===== src/rtl/mem_arbiter_if.sv =====
// Bundle between the arbiter, its three requesters (fetch, data, debug) and the single-port memory.
// The slave modport is the arbiter side; the master modport is the requester and memory side.
interface mem_arbiter_if #(
  parameter int DATA_W = 16,
  parameter int ADDR_W = 16
);
  logic [2:0]        req;
  logic [2:0]        we;
  logic [ADDR_W-1:0] addr0;
  logic [ADDR_W-1:0] addr1;
  logic [ADDR_W-1:0] addr2;
  logic [DATA_W-1:0] wdata0;
  logic [DATA_W-1:0] wdata1;
  logic [DATA_W-1:0] wdata2;
  logic [2:0]        gnt;
  logic [2:0]        rvalid;
  logic [DATA_W-1:0] rdata;
  logic              mem_en;
  logic              mem_we;
  logic [ADDR_W-1:0] mem_addr;
  logic [DATA_W-1:0] mem_wdata;
  logic [DATA_W-1:0] mem_rdata;
  logic              busy;

  modport slave (
    input  req, we, addr0, addr1, addr2, wdata0, wdata1, wdata2, mem_rdata,
    output gnt, rvalid, rdata, mem_en, mem_we, mem_addr, mem_wdata, busy
  );

  modport master (
    output req, we, addr0, addr1, addr2, wdata0, wdata1, wdata2, mem_rdata,
    input  gnt, rvalid, rdata, mem_en, mem_we, mem_addr, mem_wdata, busy
  );
endinterface


===== src/rtl/mem_arbiter.sv =====
// Round-robin arbiter for one outstanding access to a single-port memory.
// Define MEM_ARBITER_DEBUG_EN to let the debug port (index 2) join the rotation.
//
// state  | meaning
// IDLE   | waiting for a request, winner picked and launched on the next edge
// ACCESS | memory strobed, grant pulse to the winner
// RESP   | read data returned with rvalid to the winner
module mem_arbiter #(
  parameter int DATA_W = 16,
  parameter int ADDR_W = 16
) (
  input  logic          clock,
  input  logic          reset_n,
  mem_arbiter_if.slave  bus
);

`ifdef MEM_ARBITER_DEBUG_EN
  localparam int         N        = 3;
  localparam logic [2:0] EN_MASK  = 3'b111;
  localparam logic [1:0] LAST_RST = 2'd2;
`else
  localparam int         N        = 2;
  localparam logic [2:0] EN_MASK  = 3'b011;
  localparam logic [1:0] LAST_RST = 2'd1;
`endif

  typedef enum logic [1:0] {IDLE, ACCESS, RESP} state_t;

  state_t            state_q;
  logic [1:0]        last_q;
  logic [1:0]        win_q;
  logic [2:0]        gnt_q;
  logic [2:0]        rvalid_q;
  logic              mem_en_q;
  logic              mem_we_q;
  logic [ADDR_W-1:0] mem_addr_q;
  logic [DATA_W-1:0] mem_wdata_q;

  logic [2:0]        req_en;
  logic [1:0]        win_d;
  logic [1:0]        cand;
  logic [ADDR_W-1:0] addr_sel;
  logic [DATA_W-1:0] wdata_sel;

  assign req_en = bus.req & EN_MASK;

  // Walk from lowest to highest priority so the nearest requester after last_q wins.
  always_comb begin
    win_d = last_q;
    cand  = '0;
    for (int k = N; k >= 1; k--) begin
      cand = 2'((int'(last_q) + k) % N);
      if (req_en[cand]) win_d = cand;
    end
  end

  always_comb begin
    case (win_d)
      2'd0:    begin addr_sel = bus.addr0; wdata_sel = bus.wdata0; end
      2'd1:    begin addr_sel = bus.addr1; wdata_sel = bus.wdata1; end
      default: begin addr_sel = bus.addr2; wdata_sel = bus.wdata2; end
    endcase
  end

  always_ff @(posedge clock or negedge reset_n) begin
    if (!reset_n) begin
      state_q     <= IDLE;
      last_q      <= LAST_RST;
      win_q       <= '0;
      gnt_q       <= '0;
      rvalid_q    <= '0;
      mem_en_q    <= 1'b0;
      mem_we_q    <= 1'b0;
      mem_addr_q  <= '0;
      mem_wdata_q <= '0;
    end else begin
      gnt_q    <= '0;
      rvalid_q <= '0;
      mem_en_q <= 1'b0;
      mem_we_q <= 1'b0;
      case (state_q)
        IDLE: begin
          if (|req_en) begin
            state_q     <= ACCESS;
            last_q      <= win_d;
            win_q       <= win_d;
            gnt_q       <= 3'(3'b001 << win_d);
            mem_en_q    <= 1'b1;
            mem_we_q    <= bus.we[win_d];
            mem_addr_q  <= addr_sel;
            mem_wdata_q <= wdata_sel;
          end
        end
        ACCESS: begin
          if (mem_we_q) begin
            state_q <= IDLE;
          end else begin
            state_q  <= RESP;
            rvalid_q <= 3'(3'b001 << win_q);
          end
        end
        RESP:    state_q <= IDLE;
        default: state_q <= IDLE;
      endcase
    end
  end

  assign bus.gnt       = gnt_q & EN_MASK;
  assign bus.rvalid    = rvalid_q & EN_MASK;
  // Memory data arrives in the RESP cycle, so it is forwarded rather than registered again.
  assign bus.rdata     = (|rvalid_q) ? bus.mem_rdata : '0;
  assign bus.mem_en    = mem_en_q;
  assign bus.mem_we    = mem_we_q;
  assign bus.mem_addr  = mem_addr_q;
  assign bus.mem_wdata = mem_wdata_q;
  assign bus.busy      = (state_q != IDLE);

endmodule


===== src/flat_wrapper.sv =====
// flat-port wrapper written by rule: the top's interface ports become plain ports
module mem_arbiter_flat 
#(
  parameter int DATA_W = 16,
  parameter int ADDR_W = 16
)
  (clock, reset_n, bus_req, bus_we, bus_addr0, bus_addr1, bus_addr2, bus_wdata0, bus_wdata1, bus_wdata2, bus_mem_rdata, bus_gnt, bus_rvalid, bus_rdata, bus_mem_en, bus_mem_we, bus_mem_addr, bus_mem_wdata, bus_busy);
  mem_arbiter_if #(.DATA_W(DATA_W), .ADDR_W(ADDR_W)) bus_i ();
  input  logic clock;
  input  logic reset_n;
  input wire logic [$bits(bus_i.req)-1:0] bus_req;
  input wire logic [$bits(bus_i.we)-1:0] bus_we;
  input wire logic [$bits(bus_i.addr0)-1:0] bus_addr0;
  input wire logic [$bits(bus_i.addr1)-1:0] bus_addr1;
  input wire logic [$bits(bus_i.addr2)-1:0] bus_addr2;
  input wire logic [$bits(bus_i.wdata0)-1:0] bus_wdata0;
  input wire logic [$bits(bus_i.wdata1)-1:0] bus_wdata1;
  input wire logic [$bits(bus_i.wdata2)-1:0] bus_wdata2;
  input wire logic [$bits(bus_i.mem_rdata)-1:0] bus_mem_rdata;
  output wire logic [$bits(bus_i.gnt)-1:0] bus_gnt;
  output wire logic [$bits(bus_i.rvalid)-1:0] bus_rvalid;
  output wire logic [$bits(bus_i.rdata)-1:0] bus_rdata;
  output wire logic [$bits(bus_i.mem_en)-1:0] bus_mem_en;
  output wire logic [$bits(bus_i.mem_we)-1:0] bus_mem_we;
  output wire logic [$bits(bus_i.mem_addr)-1:0] bus_mem_addr;
  output wire logic [$bits(bus_i.mem_wdata)-1:0] bus_mem_wdata;
  output wire logic [$bits(bus_i.busy)-1:0] bus_busy;
  assign bus_i.req = bus_req;
  assign bus_i.we = bus_we;
  assign bus_i.addr0 = bus_addr0;
  assign bus_i.addr1 = bus_addr1;
  assign bus_i.addr2 = bus_addr2;
  assign bus_i.wdata0 = bus_wdata0;
  assign bus_i.wdata1 = bus_wdata1;
  assign bus_i.wdata2 = bus_wdata2;
  assign bus_i.mem_rdata = bus_mem_rdata;
  assign bus_gnt = bus_i.gnt;
  assign bus_rvalid = bus_i.rvalid;
  assign bus_rdata = bus_i.rdata;
  assign bus_mem_en = bus_i.mem_en;
  assign bus_mem_we = bus_i.mem_we;
  assign bus_mem_addr = bus_i.mem_addr;
  assign bus_mem_wdata = bus_i.mem_wdata;
  assign bus_busy = bus_i.busy;
  mem_arbiter #(.DATA_W(DATA_W), .ADDR_W(ADDR_W)) u_core (.clock(clock), .reset_n(reset_n), .bus(bus_i));
endmodule

===== config.mk =====
export PLATFORM = sky130hd
export DESIGN_NAME = mem_arbiter_flat
export DESIGN_NICKNAME = d
export VERILOG_FILES = /design/src/rtl/mem_arbiter_if.sv /design/src/rtl/mem_arbiter.sv /design/src/flat_wrapper.sv
export SDC_FILE = /design/constraint.sdc
export NUM_CORES = 1
export LEC_CHECK = 0
export CAP_MARGIN = 20
export CORE_ASPECT_RATIO = 0.6
export CORE_UTILIZATION = 26
export DETAILED_ROUTE_END_ITERATION = 7
export GPL_TIMING_DRIVEN = 0
export PLACE_DENSITY = 0.67
export SLEW_MARGIN = 20
export SYNTH_ARGS = -nofsm -noshare
export SYNTH_HDL_FRONTEND = slang
export SYNTH_SLANG_ARGS = --single-unit

===== constraint.sdc =====
create_clock -name clock -period 1.4 [get_ports clock]
set_input_delay 0.21 -clock clock [delete_from_list [all_inputs] [get_ports clock]]
set_output_delay 0.21 -clock clock [all_outputs]
set_load 0.01 [all_outputs]

Word level (Yosys, flattened, before mapping) --
Cells that the tools add are included.
Word-level totals: flip-flop bits (word level) 45, logic and storage cells 49, output and inout bits 57, bits of input ports 120
Operators by class: $lt $le $gt $ge 3, muxes and demuxes 22, eq/ne operators 3, $add $sub $neg 2, bitwise logic cells 2, reductions and logical operators 6, shift-type cells 2
Operators with widths (count):
- case mux 16 bit (2 select lines) | 2
- two-way mux 16 bit | 1
- two-way mux 2 bit | 6
- < comparator 2 x 3 -> 1 bit, second input constant | 3
- two-way mux 1 bit | 7
- binary-select mux 1 bit (select 2 bit) | 3
- two-way mux 3 bit | 2
- equality test 2 x 1 -> 1 bit, second input constant | 2
- logical NOT 2 bit | 2
- case mux 2 bit (2 select lines) | 1
- OR reduction 3 bit | 1
- << shifter 1 x 2 -> 3 bit, first input constant | 1
- adder 1 bit, second input constant | 2
- bitwise AND 1 bit, first input constant | 2
- inequality test 2 x 1 -> 1 bit, second input constant | 1
- AND reduction 2 bit | 1
- nonzero test 2 bit | 1
- OR reduction 2 bit | 1
- << shifter 1 x 2 -> 2 bit, first input constant | 1

Depth between registers and ports, before layout --
depth after elaboration 10, mapped depth 7, mapped depth without buffers 4

Worst setup path after synthesis --
No wires, ideal clock.
path kind register to output, start register u_core.rvalid_q[1], end output bus_rdata[10], path buffers 1, data arrival time 1.235 ns, slack -0.045 ns, stages on the path, launching flop included 4, required time 1.190 ns, cells stage by stage dfrtp_1 > nor3_1 > clkbuf_1 > and2b_1
On the way: cells in the longest elaborated chain, start to end 2
Ends and longest elaborated chain:
- start: declaration | RTL line mem_arbiter.sv:33 | logic [2:0] rvalid_q;
- start signal: assignment | RTL line mem_arbiter.sv:99 | rvalid_q <= 3'(3'b001 << win_q);
- OR reduction 3 bit | RTL line mem_arbiter.sv:111 | assign bus.rdata = (|rvalid_q) ? bus.mem_rdata : '0;
- two-way mux 16 bit | RTL line mem_arbiter.sv:111
- end: declaration | RTL line flat_wrapper.sv:22 | output wire logic [$bits(bus_i.rdata)-1:0] bus_rdata;
No other way between the ends.

Final worst setup path --
start register u_core.rvalid_q[0], end output bus_rdata[12]
The elaborated chain is that of the path after synthesis.

==> summary.txt <==
Status
  • Outcome: complete, but fails checks
  • Failing checks: DRC, setup timing

Job
  • Max Cap Violations: 0

Clock network
  • Worst-case clock buffer depth: 2
  • Worst skew pair latency: roughly 0.28 ns
  • Total clock sinks: 44
  • Number of CTS-inserted buffers: 5
  • Clock root buffer: clkbuf_16
  • H-tree levels: 2
  • Clock transition at path regs: about 0.060 ns
  • CTS tree: built

Power and ir drop
  • Logic gate share of total power: between 60% and 70%
  • Switch share: between 30% and 40%
  • Clock share of power: between 10% and 20%
  • Switching power total: 3.35 mW
  • Maximum vdd ir drop: 0.771 mV
  • Sequential group share of total power: roughly 26%
  • Int Power: between 5 and 6 mW
  • Lkg Pwr: 1.95 nW
  • PwrDens: 2000 nW/µm²

Die
  • Die footprint: roughly 9500 µm²
  • Die Span X: about 120 µm
  • Chip height: around 76 µm
  • Initial Utilization: 27.3%
  • Core area: 8650 µm²
  • I/O pins: around 180
  • Rows: 26

Synthesis
  • Mapped Avg Cell Area: 9.40 µm²
  • Unique masters post-synth: 28
  • YS warnings: 0
  • Mapped cell area: roughly 2400 µm²
  • Seq/Total Area, Yosys: between 40% and 50%
  • Share of flip-flops with an asynchronous set or reset: 100%
  • Post-Syn Instances: 251
  • EDFF count, synth: 0
  • Top_reg_cell synth: dfrtp_1
  • #FFs+latches synth: 44

Timing
  • Worst Tran Pin Value: between 0.5 and 0.6 ns
  • Final period demand of the worst path: approximately 1.7 ns
  • Fin. Hold Viols: 0
  • Fin crit share: 118%
  • Slew Viols, Final: 0
  • Max_slew headroom: 61.8%
  • Setup violators final: 20
  • Unrepaired setup endpoints after global routing: true
  • Clock Skews: 0.00392 ns
  • Fmax: approximately 600 MHz
  • Worst setup margin: -0.256 ns

Global route
  • Gr usage total: between 10% and 20%
  • GRT Residual Overflow: 0
  • Vias in the first global route: 2467
  • Antenna violations before repair: 0
  • First-pass GRT wire length: 13500 µm
  • Largest net degree at the start of global routing: 25

Cells and area
  • P&R area growth vs syn: 85.1%
  • Final #Nets: approximately 540
  • Fraction of layout cells with a size suffix above 1: roughly a fifth
  • Antenna diodes: 0
  • Layout Utilization: slightly above 50%
  • Post-route cell area: ~4400 µm²
  • Most common cell after layout, fill and taps aside: clkdlybuf4s50_1
  • Final cell count without fillers: 529
  • Most frequent cells in the layout: 87 x clkdlybuf4s50_1, 43 x dfrtp_1, 34 x a21oi_1

Critical path
  • CP max FO: 5
  • CP arrival: between 1 and 1.5 ns
  • Critical path type: flop to output port
  • Setup slack, reg-to-reg: -0.01 ns
  • Req. time, crit path: around 1.2 ns
  • Reg-to-Reg End: u_core.bus.mem_wdata[0]
  • Critical path endpoint category: output port
  • R2R Path Start: u_core.last_q[0]
  • R2R cell count: 5
  • CP Launch Type: flop

Routing
  • Final antenna-violating net count: 0
  • Drt pass-1 iters: 6
  • Initial DRC Count: just over 200
  • Final WL: about 9000 µm
  • Vias: 2629
  • Routed WL per cell: roughly 17 µm
  • Drt drc: 18
  • Vias/cell: roughly 5.0

Worst hold path
  • Min-Delay Path Class: input pin to flop
  • WHS Endpoint: u_core.bus.mem_addr[4]
  • Hold depth: 3
  • Min-delay src: bus_req[1]

Placement
  • Placed Cells: 504
  • Post-DP HPWL: 6540 µm
  • Routability-driven placement congestion ratio: between 0.7 and 0.8
  • Dpl ws: -0.651 ns
  • Port Buffers: 139
  • Area after DPL: ~3900 µm²
[cells in the mapped netlist (all sizes together), types with 2 or more instances]
library cell / n / area, µm²
nor3: 2 / 10.0
clkbuf: 7 / 26.3
o21ai: 2 / 10.0
o211ai: 33 / 248
dfrtp: 43 / 1080
buf: 26 / 179
a31oi: 32 / 213
nor3b: 2 / 15.0
nand3: 33 / 165
nor2b: 6 / 37.5
and2b: 11 / 82.6
nand2: 4 / 22.5
a21oi: 35 / 175
inv: 5 / 18.8
nor2: 3 / 13.8
[area by class of cell]
cell class              instances  area, µm²
well taps                     112        140
fillers                       808       4290
flip-flops and latches         44       1100
multi-input cells             170       1080
repair buffers                157       1580
inverters                       5       18.8
plain buffers                  33        300
clock buffers                   8        146
[sequential cells by signal, summed over array words and instances (netlist names)]
signal                count
u_core.rvalid_q           3
u_core.gnt_q              2
u_core.state_q            2
u_core.bus.mem_addr      16
u_core.last_q             2
u_core.bus.mem_wdata     16
u_core.win_q              1
u_core.bus.mem_en         1
u_core.bus.mem_we         1
[how the worst max path moves through the flow]
stage | start | endpoint | cells after the start
after floorplan | u_core.rvalid_q[1] | bus_rdata[10] | 3
after global placement | reset_n | u_core.rvalid_q[1] | 1
after detailed placement | u_core.rvalid_q[1] | bus_rdata[12] | 4
after CTS | u_core.rvalid_q[2] | bus_rdata[12] | 5
after global routing | u_core.rvalid_q[2] | bus_rdata[12] | 5
final | u_core.rvalid_q[0] | bus_rdata[12] | 5
[stage by stage]
| step | hold WS (ns) | power, mW | TNS (ns) |
|---|---|---|---|
| final | 0.334 | 8.72 | -3.35 |
| after global placement | 0.496 | 6.83 | -66.44 |
| after CTS | 0.339 | 8.25 | -3.15 |
| after global routing | 0.364 | 9.26 | -5.43 |
| after detailed placement | 0.235 | 6.95 | -19.32 |
| after floorplan | -0.0856 | 4.60 | 0 |
[cell families (layout without fill, tap and decap cells)]
group                  Yosys count  count (layout)  share of synthesized area (%)
buffers and inverters           38             203                           9.50
DFF                             44              44                           46.7
other                            1               2                          0.159
and+or+nand+nor                 65              65                           15.8
AOI/OAI and AO/OA              103             103                           27.9
[worst max-delay path: stages, from the launching register on]
cell	delay, ns
dfrtp_1	0.41
nor3_4	0.19
clkbuf_8	0.17
buf_6	0.10
and2b_1	0.18
buf_6	0.12
[layer usage]
metal	GRT usage (%)	up-vias	routed length, µm
li1	-	1264	-
met1	26.2	1254	4530
met2	29.2	102	3980
met3	4.92	9	650
met4	4.07	0	82
met5	0	-	0
[power groups by stage]
| stage | registers (mW) | logic [mW] | clock network [mW] |
|---|---|---|---|
| after floorplan | 2.44 | 2.16 | 0 |
| after global placement | 2.24 | 4.59 | 0 |
| after detailed placement | 2.27 | 4.68 | 0 |
| after CTS | 2.26 | 4.78 | 1.21 |
| after global routing | 2.33 | 5.67 | 1.26 |
| final | 2.25 | 5.28 | 1.20 |
[timing repair]
action	CTS	global route
buffers inserted	9	4
setup endpoints to repair	65	61
resized for setup	108	40
hold buffers	1	0
hold endpoints to repair	20	0
pin swaps	4	22
cloned	0	4
No activity file was read; power rests on OpenSTA's default activity.
